===== config.mk =====
export PLATFORM = sky130hd
export DESIGN_NAME = alu_arbiter
export DESIGN_NICKNAME = d
export VERILOG_FILES = /design/src/rtl/alu_arbiter.sv
export SDC_FILE = /design/constraint.sdc
export NUM_CORES = 1
export LEC_CHECK = 0
export CAP_MARGIN = 0
export CORE_MARGIN = 5
export CORE_UTILIZATION = 40
export CTS_BUF_LIST = sky130_fd_sc_hd__clkbuf_8
export DETAILED_ROUTE_END_ITERATION = 10
export PLACE_DENSITY = 0.74
export REMOVE_ABC_BUFFERS = 1
export SYNTH_ARGS = -nofsm -noshare
export SYNTH_HDL_FRONTEND = slang
export SYNTH_SLANG_ARGS = --single-unit

===== constraint.sdc =====
create_clock -name clk -period 2.5 [get_ports clk]
set_input_delay 0.5 -clock clk [delete_from_list [all_inputs] [get_ports clk]]
set_output_delay 0.5 -clock clk [all_outputs]
set_load 0.1 [all_outputs]

===== src/rtl/alu_arbiter.sv =====
// Two-requester front end for a shared 8-bit ALU.
// Round-robin grant in IDLE, fixed-length operation in EXEC, and the
// response is held in RESP until the consumer takes it.
module alu_arbiter #(
  parameter int unsigned MUL_CYCLES = 2,
  parameter int unsigned ALU_CYCLES = 1
) (
  input  logic       clk,
  input  logic       reset,
  input  logic [1:0] req_valid,
  output logic [1:0] req_ready,
  input  logic [1:0] req_op0,
  input  logic [1:0] req_op1,
  input  logic [7:0] req_a0,
  input  logic [7:0] req_b0,
  input  logic [7:0] req_a1,
  input  logic [7:0] req_b1,
  output logic [1:0] alu_op,
  output logic [7:0] alu_a,
  output logic [7:0] alu_b,
  input  logic [7:0] alu_r,
  input  logic [5:0] alu_flags,
  output logic       rsp_valid,
  output logic       rsp_id,
  output logic [7:0] rsp_r,
  output logic [5:0] rsp_flags,
  input  logic       rsp_ready,
  output logic       busy
);

  typedef enum logic [1:0] {
    IDLE = 2'd0,
    EXEC = 2'd1,
    RESP = 2'd2
  } state_t;

  localparam logic [1:0] OP_MUL  = 2'b11;
  localparam logic [3:0] MUL_CNT = 4'(MUL_CYCLES);
  localparam logic [3:0] ALU_CNT = 4'(ALU_CYCLES);

  state_t     state_q, state_d;
  logic       ptr_q, ptr_d;
  logic [3:0] cnt_q, cnt_d;
  logic [1:0] op_q, op_d;
  logic [7:0] a_q, a_d;
  logic [7:0] b_q, b_d;
  logic       gnt_q, gnt_d;
  logic       rsp_id_q, rsp_id_d;
  logic [7:0] rsp_r_q, rsp_r_d;
  logic [5:0] rsp_flags_q, rsp_flags_d;

  // Requester selection: pointer breaks ties, a lone requester always wins.
  logic       gnt_any;
  logic       gnt_sel;
  logic [1:0] sel_op;
  logic [7:0] sel_a;
  logic [7:0] sel_b;

  assign gnt_any = |req_valid;
  assign gnt_sel = (&req_valid) ? ptr_q : ~req_valid[0];
  assign sel_op  = gnt_sel ? req_op1 : req_op0;
  assign sel_a   = gnt_sel ? req_a1  : req_a0;
  assign sel_b   = gnt_sel ? req_b1  : req_b0;

  // Next-state and output decode; ALU bus and ready are zero unless driven.
  always_comb begin
    state_d     = state_q;
    ptr_d       = ptr_q;
    cnt_d       = cnt_q;
    op_d        = op_q;
    a_d         = a_q;
    b_d         = b_q;
    gnt_d       = gnt_q;
    rsp_id_d    = rsp_id_q;
    rsp_r_d     = rsp_r_q;
    rsp_flags_d = rsp_flags_q;
    req_ready   = 2'b00;
    alu_op      = 2'b00;
    alu_a       = 8'h00;
    alu_b       = 8'h00;

    case (state_q)
      IDLE: begin
        // Ready is combinational, so it must be masked while reset is held.
        if (gnt_any && !reset) begin
          req_ready = gnt_sel ? 2'b10 : 2'b01;
          op_d      = sel_op;
          a_d       = sel_a;
          b_d       = sel_b;
          gnt_d     = gnt_sel;
          cnt_d     = (sel_op == OP_MUL) ? MUL_CNT : ALU_CNT;
          state_d   = EXEC;
        end
      end

      EXEC: begin
        alu_op = op_q;
        alu_a  = a_q;
        alu_b  = b_q;
        // Treat a count of 0 as final too, so an illegal 0 parameter cannot hang.
        if (cnt_q <= 4'd1) begin
          rsp_r_d     = alu_r;
          rsp_flags_d = alu_flags;
          rsp_id_d    = gnt_q;
          cnt_d       = 4'd0;
          state_d     = RESP;
        end else begin
          cnt_d = cnt_q - 4'd1;
        end
      end

      RESP: begin
        // Returning to IDLE takes this cycle; the next grant happens in IDLE.
        if (rsp_ready) begin
          ptr_d   = ~rsp_id_q;
          state_d = IDLE;
        end
      end

      default: begin
        state_d = IDLE;
      end
    endcase
  end

  // State and datapath registers, cleared asynchronously.
  always_ff @(posedge clk or posedge reset) begin
    if (reset) begin
      state_q     <= IDLE;
      ptr_q       <= 1'b0;
      cnt_q       <= 4'd0;
      op_q        <= 2'b00;
      a_q         <= 8'h00;
      b_q         <= 8'h00;
      gnt_q       <= 1'b0;
      rsp_id_q    <= 1'b0;
      rsp_r_q     <= 8'h00;
      rsp_flags_q <= 6'h00;
    end else begin
      state_q     <= state_d;
      ptr_q       <= ptr_d;
      cnt_q       <= cnt_d;
      op_q        <= op_d;
      a_q         <= a_d;
      b_q         <= b_d;
      gnt_q       <= gnt_d;
      rsp_id_q    <= rsp_id_d;
      rsp_r_q     <= rsp_r_d;
      rsp_flags_q <= rsp_flags_d;
    end
  end

  assign rsp_valid = (state_q == RESP);
  assign busy      = (state_q != IDLE);
  assign rsp_id    = rsp_id_q;
  assign rsp_r     = rsp_r_q;
  assign rsp_flags = rsp_flags_q;

endmodule


# Word-level counts from Yosys, hierarchy flattened
# Index checks and enable logic that the tools add are counted.
word_totals:
  reg_bits: 41
  wordCells: 50
  memories: 0
  input_bits: 55
  rom_bits: 0
  out_inout_bits: 37
  latch_bits: 0
  mem_bits_rw: 0
op_classes:
  bitwise: 2
  n_mul: 0
  div_mod_pow: 0
  reduce_logical: 12
  n_addsub: 1
  order_cmp: 1
  n_shift: 0
  muxes: 18
  eq_ne: 6
op_table:
  columns: ["operator", "n"]
  rows:
  - ["two-way mux 8 bit", 4]
  - ["two-way mux 2 bit", 9]
  - ["AND reduction 2 bit", 5]
  - ["two-way mux 4 bit", 2]
  - ["one-hot mux 4 bit (2 select lines)", 1]
  - ["one-hot mux 2 bit (3 select lines)", 1]
  - ["== test 2 bit, second input constant", 2]
  - ["<= comparator 4 x 1 -> 1 bit, second input constant", 1]
  - ["inequality test 2 bit, second input constant", 2]
  - ["nonzero test 2 bit", 2]
  - ["subtractor 4 x 1 -> 4 bit, second input constant", 1]
  - ["AND reduction 3 bit", 1]
  - ["== test 2 x 1 -> 1 bit, second input constant", 1]
  - ["logical NOT 2 bit", 1]
  - ["inequality test 2 x 1 -> 1 bit, second input constant", 1]
  - ["NOT 1 bit", 2]
  - ["OR reduction 2 bit", 1]
  - ["logical AND 1 bit", 1]
  - ["logical NOT 1 bit", 1]
  - ["two-way mux 1 bit", 1]

# Longest topological paths before layout
depth:
  word_depth: 7
  mapped_depth: 6
  mapped_depth_nobuf: 6

# Worst setup path after synthesis
# No wires, ideal clock.
synth_timing:
  kind: "input port to output port"
  from: "input port reset"
  to: "output port req_ready[1]"
  t_required_ns: 2.000
  arrival_time_ns: 2.303
  path_buffers: 1
  path_slack_ns: -0.303
  path_stages: 4
  path_cell_list: "o21ba_2 -> nand2_1 -> clkbuf_1 -> nor2_1"
synth_via:
  elab_chain_len: 4
synth_rtl:
  columns: ["item", "line", "text"]
  rows:
  - ["from (decl)", "9", "input logic reset,"]
  - ["logical NOT 1 bit (no source line)", null, null]
  - ["logical AND 1 bit", "85", "if (gnt_any && !reset) begin"]
  - ["two-way mux 2 bit", "85", null]
  - ["two-way mux 2 bit", "82", "case (state_q)"]
  - ["to (decl)", "11", "output logic [1:0] req_ready,"]
# No other way between the ends.

# Worst setup path after layout
layout_timing:
  from: "input port req_valid[1]"
  to: "output port req_ready[1]"
layout_via:
  elab_chain_len: 5
  word_cells_on_any_way: 7
  cone_classes: "4 x mux; 3 x reduce/logical"
layout_rtl:
  columns: ["item", "line", "text"]
  rows:
  - ["from (decl)", "10", "input logic [1:0] req_valid,"]
  - ["AND reduction 2 bit", "60", "assign gnt_sel = (&req_valid) ? ptr_q : ~req_valid[0];"]
  - ["two-way mux 1 bit", "60", null]
  - ["two-way mux 2 bit", "86", "req_ready = gnt_sel ? 2'b10 : 2'b01;"]
  - ["two-way mux 2 bit *", "85", null]
  - ["two-way mux 2 bit *", "82", null]
# Every way passes the cells marked *; elsewhere a longest branch is shown, timed or not.

==> qor.yml <==
setup_path:
  critPathLaunchType: "input port"
  cp-startpoint: "req_valid[1]"
  r2r.worst_path.cells: 6
  r2r_slack_ps: 740
  worst-path-max-fanout: 4
  endpoint_kind: "output pin"
  crit_arrival_ps: 1720
  required_ps: 2000
  critical_path_class: "input port to output pin"
  rr_startpoint: "cnt_q[0]"
  timing.rr.end: "cnt_q[3]"
clock_network:
  hold_buffers: 0
  path_clk_slew_ps: 80
  cts.path.max_buffers: 2
  cts_tree: "done"
  cts_root_buf: "clkbuf_8"
  clk_latency_ps: 290
  clock-sinks: 41
  post_cts_resize_count: 0
  htree_levels: 2
  post_cts_buffers: 0
  cts_buffers: 5
placed_design:
  port_buffers: 91
  placed_area_um2: 3150
  dp_hpwl_um: 3840
  place_congestion: 0.730
detailed_routing:
  route.detailed.wl_per_inst_um: 14.0
  ant_nets: 0
  drc_errors: 0
  vias: 1622
  vias_per_cell: 4.72
  wl_um: 4810
  drt_iter0_drc: 35
  drt_first_pass_iters: 4
sta:
  setup_viol: 0
  min_period_over_period_pct: 88.6
  max_freq_mhz: 451
  whs_ps: 464
  drv_slew: 0
  skew_ps: 5.78
  hold_violations: 0
  layout_min_cycle_time_ps: 2220
  fin_setup_tns_ps: 0
  rsz0062_at_grt: "false"
  slew_headroom_pct: 61.3
  worst_slew_pin_slew_ps: 576
grt:
  grt_util_met1_pct: 17.6
  top_usage_layer: "met2"
  use_met3_pct: 5.72
  antenna_found_initial: 0
  grt_pass1_vias: 1724
  grt_max_degree: 40
  track_usage_pct: 16.1
  grt_pass1_wl_um: 8020
  grt_util_met2_pct: 29.1
  gr-total-overflow: 0
final_layout:
  antenna_cells: 0
  drive_gt1_share_pct: 26.0
  fin_nets: 333
  final_area_um2: 3240
  nFillCells: 405
  multi_input_area_um2: 887
  seq_area_um2: 1030
  syn2layout_area_growth_pct: 64.4
synthesis:
  async_flop_share_pct: 100
  yosys-top-cells-count: "dfrtp_1, nand2_1, o21ai_0, and2_1, mux2i_1"
  syn-cell-area_um2: 1970
  synth_seq_cells: 41
  synth_edf_count: 0
  synth.yosys.warnings: 0
  ys_top_cells_by_area: "dfrtp_1, mux2i_1, mux2_2, o21ai_0, and2_1"
  yosys.area.top_type: "dfrtp_1"
  ys.flop_type: "dfrtp_1"
  synthCells: 180
  avgSynthCellArea_um2: 10.9
  ys_seq_area_share_pct: 52.1
  post-synth-top-area-fraction_pct: 52.1
  synth_cell_types: 30
  synth_most_common_cell: "dfrtp_1"
run_status:
  status: "complete, no violations"
floorplan:
  die_w_um: 80.1
  die_h_um: 80.1
  core_area_um2: 4750
  row_count: 25
  io_pins: 92
  start_util_pct: 41.4
  dieArea_um2: 6420
worst_hold_path:
  hold_class: "input port to asynchronous set/reset pin"
job:
  drv_cap: 0
-- worst max path at each step --
stage | endpoint | slack [ps] | cells past startpoint
2_1_floorplan | req_ready[1] | -880 | 2
3_3_place_gp | req_ready[1] | 290 | 5
3_5_place_dp | req_ready[1] | 280 | 5
4_1_cts | req_ready[1] | 280 | 5
5_1_grt | req_ready[1] | 210 | 5
6_report | req_ready[1] | 280 | 5
-- kinds of logic (layout without fill, tap and decap cells) --
logic type	count (synthesis)	in the layout	synth area share (%)
buffers and inverters	15	112	3.37
DFF	41	41	52.1
adders and majority gates	2	2	1.27
and+or+nand+nor	54	54	14.8
AOI/OAI and AO/OA	35	35	10.7
muxes	33	33	17.7
-- critical path, stage by stage --
cell             delay, ps
clkdlybuf4s50_1        540
o21ba_2                210
nand2_1                 70
nor2_1                 190
buf_12                 200
-- layer usage --
metal,routed length [um],vias to the layer above
met5,0,-
met4,68,0
met3,301,7
met2,2620,42
met1,1820,769
li1,-,804
-- cell type report --
class / count / share of cell area [%]
repair buffers: 98 / 35.0
flip-flops and latches: 41 / 31.7
multi-input cells: 124 / 27.4
well taps: 67 / 2.59
clock buffers: 5 / 2.13
inverters: 6 / 0.696
clock inverters: 3 / 0.425
-- stage by stage --
step | instances | util, % | setup WS [ps]
floorplan | 171 | - | -884
global placement | 336 | 66.3 | 291
detailed placement | 336 | 66.3 | 284
CTS | 344 | 68.1 | 281
global route | 344 | 68.1 | 207
finish | 344 | 68.1 | 285
-- cell usage in the layout (no fill, tap or decap), types with 2 or more instances in the layout --
cell             netlist  routed
inv_1                  6       6
o21ba_2                2       2
clkinv_2               0       2
nor3_1                 2       2
buf_4                  0      23
and2_1                18      18
mux2i_1               18      18
buf_12                 0      21
clkbuf_8               0       5
mux2_2                15      15
nand2_1               23      23
nor2_1                 4       4
a21o_1                 2       2
o21ai_0               23      23
clkdlybuf4s50_1        0      54
ha_1                   2       2
dfrtp_1               41      41
-- sequential cells by signal, indices dropped and copies added, names as in the netlist --
name,cells
rsp_r,8
state_q,2
gnt_q,1
ptr_q,1
rsp_flags,6
a_q,8
cnt_q,4
op_q,2
rsp_id,1
b_q,8
Power is left out: the tool's default activity adds up to more than one toggle a clock period on the data nets, which glitch-free logic cannot reach.
